`src/rtl/id_exe_skid_pkg.sv`:
```
// Shared constants for the ID->EXE pipeline register.
// Bubble encodings and default widths used by id_exe_skid.
package id_exe_skid_pkg;

    localparam int RDATA_WIDTH    = 32;
    localparam int RADDR_WIDTH    = 5;
    localparam int DATA_WIDTH     = 32;
    localparam int PIPE_CNT_WIDTH = 16;

    // addi x0, x0, 0
    localparam logic [31:0] NOP           = 32'h0000_0013;
    localparam logic [31:0] ZERO          = 32'h0000_0000;
    localparam logic        WRITE_DISABLE = 1'b0;
    localparam logic [4:0]  ZERO_REG      = 5'd0;

endpackage

```
`src/rtl/pipe_skid_buf.sv`:
```
// Generic 2-entry skid buffer with valid/ready handshake and flush.
// Ports: clk_i, rst_i, flush_i, in_valid_i/in_ready_o/in_data_i,
//        out_valid_o/out_ready_i/out_data_o.
module pipe_skid_buf #(
    parameter int           W       = 8,
    parameter logic [W-1:0] RST_VAL = '0
) (
    input  logic         clk_i,
    input  logic         rst_i,
    input  logic         flush_i,
    input  logic         in_valid_i,
    output logic         in_ready_o,
    input  logic [W-1:0] in_data_i,
    output logic         out_valid_o,
    input  logic         out_ready_i,
    output logic [W-1:0] out_data_o
);

    logic         main_valid;
    logic         skid_valid;
    logic [W-1:0] main_data;
    logic [W-1:0] skid_data;
    logic         acc;
    logic         deq;

    // Ready depends only on stored state, so no comb path from out_ready_i.
    assign in_ready_o  = ~skid_valid;
    assign out_valid_o = main_valid;
    assign out_data_o  = main_data;

    assign acc = in_valid_i & ~skid_valid;
    assign deq = main_valid & out_ready_i;

    always_ff @(posedge clk_i) begin
        if (rst_i) begin
            main_valid <= 1'b0;
            skid_valid <= 1'b0;
            main_data  <= RST_VAL;
            skid_data  <= RST_VAL;
        end else if (flush_i) begin
            main_valid <= 1'b0;
            skid_valid <= 1'b0;
        end else if (skid_valid) begin
            if (deq) begin
                main_data  <= skid_data;
                skid_valid <= 1'b0;
            end
        end else if (!main_valid || deq) begin
            main_valid <= acc;
            if (acc) begin
                main_data <= in_data_i;
            end
        end else if (acc) begin
            skid_data  <= in_data_i;
            skid_valid <= 1'b1;
        end
    end

endmodule

```
`src/rtl/id_exe_skid.sv`:
```
// ID->EXE pipeline register with skid buffer, flush, NOP bubbles
// and a saturating stall counter. Ports: see handshake/payload below.
module id_exe_skid
    import id_exe_skid_pkg::*;
#(
    parameter int RDATA_W = RDATA_WIDTH,
    parameter int RADDR_W = RADDR_WIDTH,
    parameter int INST_W  = DATA_WIDTH,
    parameter int CNT_W   = PIPE_CNT_WIDTH
) (
    input  logic               clk_i,
    input  logic               rst_i,
    input  logic               flush_i,
    input  logic               in_valid_i,
    output logic               in_ready_o,
    input  logic [RDATA_W-1:0] op1_i,
    input  logic [RDATA_W-1:0] op2_i,
    input  logic               reg_we_i,
    input  logic [RADDR_W-1:0] reg_waddr_i,
    input  logic [INST_W-1:0]  inst_i,
    output logic               out_valid_o,
    input  logic               out_ready_i,
    output logic [RDATA_W-1:0] op1_o,
    output logic [RDATA_W-1:0] op2_o,
    output logic               reg_we_o,
    output logic [RADDR_W-1:0] reg_waddr_o,
    output logic [INST_W-1:0]  inst_o,
    output logic [CNT_W-1:0]   stall_cnt_o
);

    localparam int PW = INST_W + 2 * RDATA_W + 1 + RADDR_W;

    localparam logic [INST_W-1:0]  B_INST = INST_W'(NOP);
    localparam logic [RDATA_W-1:0] B_OP   = RDATA_W'(ZERO);
    localparam logic [RADDR_W-1:0] B_WA   = RADDR_W'(ZERO_REG);
    localparam logic [PW-1:0]      B_PL   =
        {B_INST, B_OP, B_OP, WRITE_DISABLE, B_WA};

    logic [PW-1:0]      in_pl;
    logic [PW-1:0]      out_pl;
    logic               valid;
    logic [INST_W-1:0]  s_inst;
    logic [RDATA_W-1:0] s_op1;
    logic [RDATA_W-1:0] s_op2;
    logic               s_we;
    logic [RADDR_W-1:0] s_wa;
    logic [CNT_W-1:0]   cnt;

    assign in_pl = {inst_i, op1_i, op2_i, reg_we_i, reg_waddr_i};

    pipe_skid_buf #(
        .W       (PW),
        .RST_VAL (B_PL)
    ) u_buf (
        .clk_i       (clk_i),
        .rst_i       (rst_i),
        .flush_i     (flush_i),
        .in_valid_i  (in_valid_i),
        .in_ready_o  (in_ready_o),
        .in_data_i   (in_pl),
        .out_valid_o (valid),
        .out_ready_i (out_ready_i),
        .out_data_o  (out_pl)
    );

    assign {s_inst, s_op1, s_op2, s_we, s_wa} = out_pl;

    // Stale payload may linger after flush; mask it with a bubble.
    assign out_valid_o = valid;
    assign inst_o      = valid ? s_inst : B_INST;
    assign op1_o       = valid ? s_op1  : B_OP;
    assign op2_o       = valid ? s_op2  : B_OP;
    assign reg_we_o    = valid ? s_we   : WRITE_DISABLE;
    assign reg_waddr_o = valid ? s_wa   : B_WA;

    always_ff @(posedge clk_i) begin
        if (rst_i) begin
            cnt <= '0;
        end else if (valid && !out_ready_i && !(&cnt)) begin
            cnt <= cnt + CNT_W'(1);
        end
    end

    assign stall_cnt_o = cnt;

endmodule

```
`config.mk`:
```
export PLATFORM = sky130hd
export DESIGN_NAME = id_exe_skid
export DESIGN_NICKNAME = d
export VERILOG_FILES = /design/src/rtl/id_exe_skid_pkg.sv /design/src/rtl/pipe_skid_buf.sv /design/src/rtl/id_exe_skid.sv
export SDC_FILE = /design/constraint.sdc
export NUM_CORES = 1
export LEC_CHECK = 0
export CORE_AREA = 5 5 164 166
export CTS_CLUSTER_DIAMETER = 30
export DETAILED_ROUTE_END_ITERATION = 7
export DIE_AREA = 0 0 169 171
export PLACE_DENSITY = 0.76
export SYNTH_ARGS = -nofsm -noshare
export SYNTH_HDL_FRONTEND = slang
export SYNTH_HIERARCHICAL = 1
export SYNTH_SLANG_ARGS = --single-unit
```
`constraint.sdc`:
```
create_clock -name clk_i -period 1.5 [get_ports clk_i]
set_input_delay 0.3 -clock clk_i [delete_from_list [all_inputs] [get_ports clk_i]]
set_output_delay 0.3 -clock clk_i [all_outputs]
set_load 0.01 [all_outputs]
```
==> results.py <==
metrics = {
    "synth": {
        "syn_inst": 1221,
        "yosys_warnings": 6,
        "synth-edff-count": 0,
        "yosys-mux-area-fraction_pct": 29.39,
        "ys_ff_latch": 222,
        "synth_top_flop_cell": "sky130_fd_sc_hd__dfxtp_1",
        "synth-simple-area-share_pct": 27.55,
        "net_count_after_synthesis": 1329,
        "synthXorXnorAreaFrac_pct": 0,
        "mappedNetlistArea_sq_um": 11910,
        "combinational_family_with_the_most_area_after_synthesis": "multiplexers",
        "post-synth-top-area-fraction_pct": 37.33,
        "synth_adder_area_share_pct": 0.1051,
        "synthArstFlopShare_pct": 0,
        "area_fraction_in_compound_gates_after_synthesis_pct": 1.566,
        "synth_largest_area_cell": "sky130_fd_sc_hd__dfxtp_1",
        "synthTopCellsByArea": "sky130_fd_sc_hd__dfxtp_1 37%, sky130_fd_sc_hd__mux2i_1 17%, sky130_fd_sc_hd__nand2b_1 11%",
        "synth.yosys.seq_area_share_pct": 37.33,
        "synth_cell_types": 41,
        "synth.avg_cell_area_sq_um": 9.750,
    },
    "critical_path": {
        "reg2reg_to": "u_buf/out_data_o[38]",
        "worst_endpoint_required_time_ns": 1.20,
        "first_element_of_the_critical_path": "u_buf/out_valid_o",
        "cp_max_fanout": 13,
        "worstReg2RegStart": "u_buf/out_valid_o",
        "timing.critical_path.to": "op1_o[28]",
        "endpoint_kind": "output port",
        "r2r_cells": 6,
        "start_kind": "register",
        "timing.reg2reg.setup_slack_ns": -0.38,
        "critPathArrivalTime_ns": 1.58,
        "timing_worst_setup_path_type": "register to output port",
    },
    "hold_path": {
        "hold_path_class": "primary input to register",
        "whs_path_depth": 2,
    },
    "drt": {
        "top_layer": "met5",
        "detailroute.wirelength.met3_mm": 2.331,
        "drc_violation_count_after_routing": 0,
        "route.antenna.remaining_nets": 0,
        "route.layer.met1.wl_mm": 15.91,
        "met2_length_mm": 17.82,
        "post_drt_wl_per_cell_um": 19.07,
        "drt_pass1_iterations": 5,
        "finalWirelength_mm": 36.72,
        "drt-vias-per-instance": 5.115,
        "route.vias.total": 9851,
        "drt_iter0_markers": 633,
    },
    "clock_tree": {
        "cts_made_buffers": 52,
        "cts_tree": "done",
        "clk-insertion-delay-late_ns": 0.54,
        "cts_htree_levels": 2,
        "max-clock-path-buffers": 3,
        "clock_tree.root_cell": "sky130_fd_sc_hd__clkbuf_16",
        "clock-sinks": 222,
        "clk_pin_slew_worst_paths_ns": 0.04,
    },
    "sta": {
        "final_period_minus_worst_setup_slack_ns": 1.882,
        "setup-tns-final_ns": -97.33,
        "drv_slew": 0,
        "finalClockSkew_ns": 0.01660,
        "timing_hold_violations_final": 0,
        "grt_setup_unrepaired": "yes",
        "timing_worst_slew_pin_value_ns": 0.4223,
        "fin_ws_ns": -0.3824,
        "timing.final.setup_violations": 325,
        "maxSlewHeadroom_pct": 71.61,
        "fmax_mhz": 531.2,
        "final_worst_path_period_share_pct": 125.5,
        "whs_ns": 0.09054,
    },
    "floorplan": {
        "floorplan.core_area_sq_um": 25470,
        "initial_core_util_pct": 46.75,
        "fp.dieArea_sq_um": 28900,
        "die_width_um": 169,
        "num_io_pins": 227,
        "die_height_um": 171,
        "row_count": 59,
    },
    "finish": {
        "flow.area_growth_from_synthesis_pct": 52.76,
        "insertedDiodeCount": 0,
        "mostFrequentLayoutCell": "sky130_fd_sc_hd__dfxtp_1",
        "most-common-layout-cells": "211 x sky130_fd_sc_hd__dfxtp_1, 204 x sky130_fd_sc_hd__mux2i_1, 201 x sky130_fd_sc_hd__nand2b_1",
        "final_core_util_pct": 71.41,
        "post_route_cells_drive_above_1_share_pct": 34.44,
        "fin_nets": 1656,
    },
    "global_routing": {
        "global_route.overflow_total": 0,
        "number_of_global_route_vias_before_repair": 9481,
        "grt_start_max_net_pins": 75,
        "grt_pass1_wl_mm": 47.57,
        "groute.usage.overall_pct": 19.77,
        "number_of_antenna_violations_at_the_first_check_in_global_routing": 3,
    },
    "power_and_ir_drop": {
        "power-per-cell-area_nw_per_um2": 1093,
        "leakagePower_nw": 7.575,
        "vdd_drop_max_mv": 0.9921,
    },
    "run": {
        "timing.max_cap.violations": 0,
    },
    "outcome": {
        "status": "finished, violations left",
        "failed_checks": "negative setup slack",
    },
    "placement": {
        "place_hpwl_mm": 19.25,
        "routability_driven_placement_congestion_ratio": 0.7731,
        "buffer_ports.inserted": 226,
    },
}
[power by group]
part	internal, mW	switching (mW)	leakage (nW)
registers	6.08	0.0910	1.81
logic	1.13	0.793	4.86
clock network	8.21	3.57	0.904
total	15.4	4.45	7.58
[cell type report]
class	count	area, sq um
multi-input combinational	904	7387
fill	1768	7282
sequential	222	4468
timing repair buffer	362	4038
clock buffer	64	1416
clock inverter	33	432.9
tap	335	419.2
inverter	6	25.02
[state kept, by name (all words and copies together) (netlist names)]
name and count:
u_buf/skid_data 102, u_buf/out_valid_o 1, u_buf/skid_valid 1, u_buf/out_data_o 102, stall_cnt_o 16
[critical path, stage by stage, from the launching register on]
cell and delay, ns:
sky130_fd_sc_hd__dfxtp_4 0.39, sky130_fd_sc_hd__buf_4 0.14, sky130_fd_sc_hd__clkbuf_16 0.15, sky130_fd_sc_hd__and2_4 0.14, sky130_fd_sc_hd__clkdlybuf4s15_2 0.21
[metrics by stage]
| step | cells | instance area, sq um | total power, mW | setup slack (ns) |
|---|---|---|---|---|
| 3_3_place_gp | 1754 | 14920 | 7.780 | -0.6187 |
| 2_1_floorplan | 1221 | 11990 | 7.206 | -0.07553 |
| 4_1_cts | 1858 | 16850 | 19.64 | -0.6365 |
| 3_5_place_dp | 1754 | 14920 | 7.814 | -0.6060 |
| 5_1_grt | 1926 | 18190 | 20.48 | -0.4384 |
| 6_report | 1926 | 18190 | 19.88 | -0.3824 |
[synthesized netlist by cell type, types with 2 or more instances]
| cell | number |
|---|---|
| sky130_fd_sc_hd__a211oi_1 | 6 |
| sky130_fd_sc_hd__a21oi_1 | 8 |
| sky130_fd_sc_hd__a31oi_1 | 2 |
| sky130_fd_sc_hd__and2_1 | 102 |
| sky130_fd_sc_hd__buf_1 | 3 |
| sky130_fd_sc_hd__buf_2 | 18 |
| sky130_fd_sc_hd__buf_4 | 9 |
| sky130_fd_sc_hd__buf_6 | 8 |
| sky130_fd_sc_hd__clkbuf_1 | 54 |
| sky130_fd_sc_hd__dfxtp_1 | 222 |
| sky130_fd_sc_hd__inv_1 | 6 |
| sky130_fd_sc_hd__mux2_2 | 24 |
| sky130_fd_sc_hd__mux2_4 | 77 |
| sky130_fd_sc_hd__mux2i_1 | 207 |
| sky130_fd_sc_hd__nand2_1 | 5 |
| sky130_fd_sc_hd__nand2b_1 | 205 |
| sky130_fd_sc_hd__nand3_1 | 3 |
| sky130_fd_sc_hd__nand4_1 | 4 |
| sky130_fd_sc_hd__nor2_1 | 115 |
| sky130_fd_sc_hd__nor2b_1 | 102 |
| sky130_fd_sc_hd__nor3_1 | 4 |
| sky130_fd_sc_hd__nor4_1 | 5 |
| sky130_fd_sc_hd__o21ai_0 | 6 |
| sky130_fd_sc_hd__o31ai_1 | 4 |
| sky130_fd_sc_hd__or3_1 | 4 |
| sky130_fd_sc_hd__or4_1 | 3 |
[worst min path at each step]
stage,startpoint,to,slack [ns]
6_report,rst_i,stall_cnt_o[11],0.09
2_1_floorplan,flush_i,u_buf/out_valid_o,0.37
5_1_grt,rst_i,stall_cnt_o[5],0.09
4_1_cts,rst_i,stall_cnt_o[5],0.08
3_3_place_gp,u_buf/skid_data[27],u_buf/skid_data[27],0.46
3_5_place_dp,u_buf/skid_data[39],u_buf/skid_data[39],0.46
[routing by layer]
layer,up-vias,track usage [%]
met5,-,0
met4,4,5.425
met3,55,5.638
met2,287,33.37
met1,4758,24.90
li1,4747,-
[logic make-up after synthesis]
group	after synthesis
flip-flops	222
buffers and inverters	98
multiplexers	308
AO/OA/AOI/OAI	29
AND/OR/NAND/NOR	563
adder cells (fa/ha/maj)	1
[what timing repair did]
item                                    4_1_cts  5_1_grt
hold buffers                                  0        0
endpoints found under the setup margin      339      340
cloned                                        1       41
setup buffers                                 6       29
gates resized for setup                     221      392
pin swaps                                     0        9
Note: power is estimated with default switching activity, not from simulation.
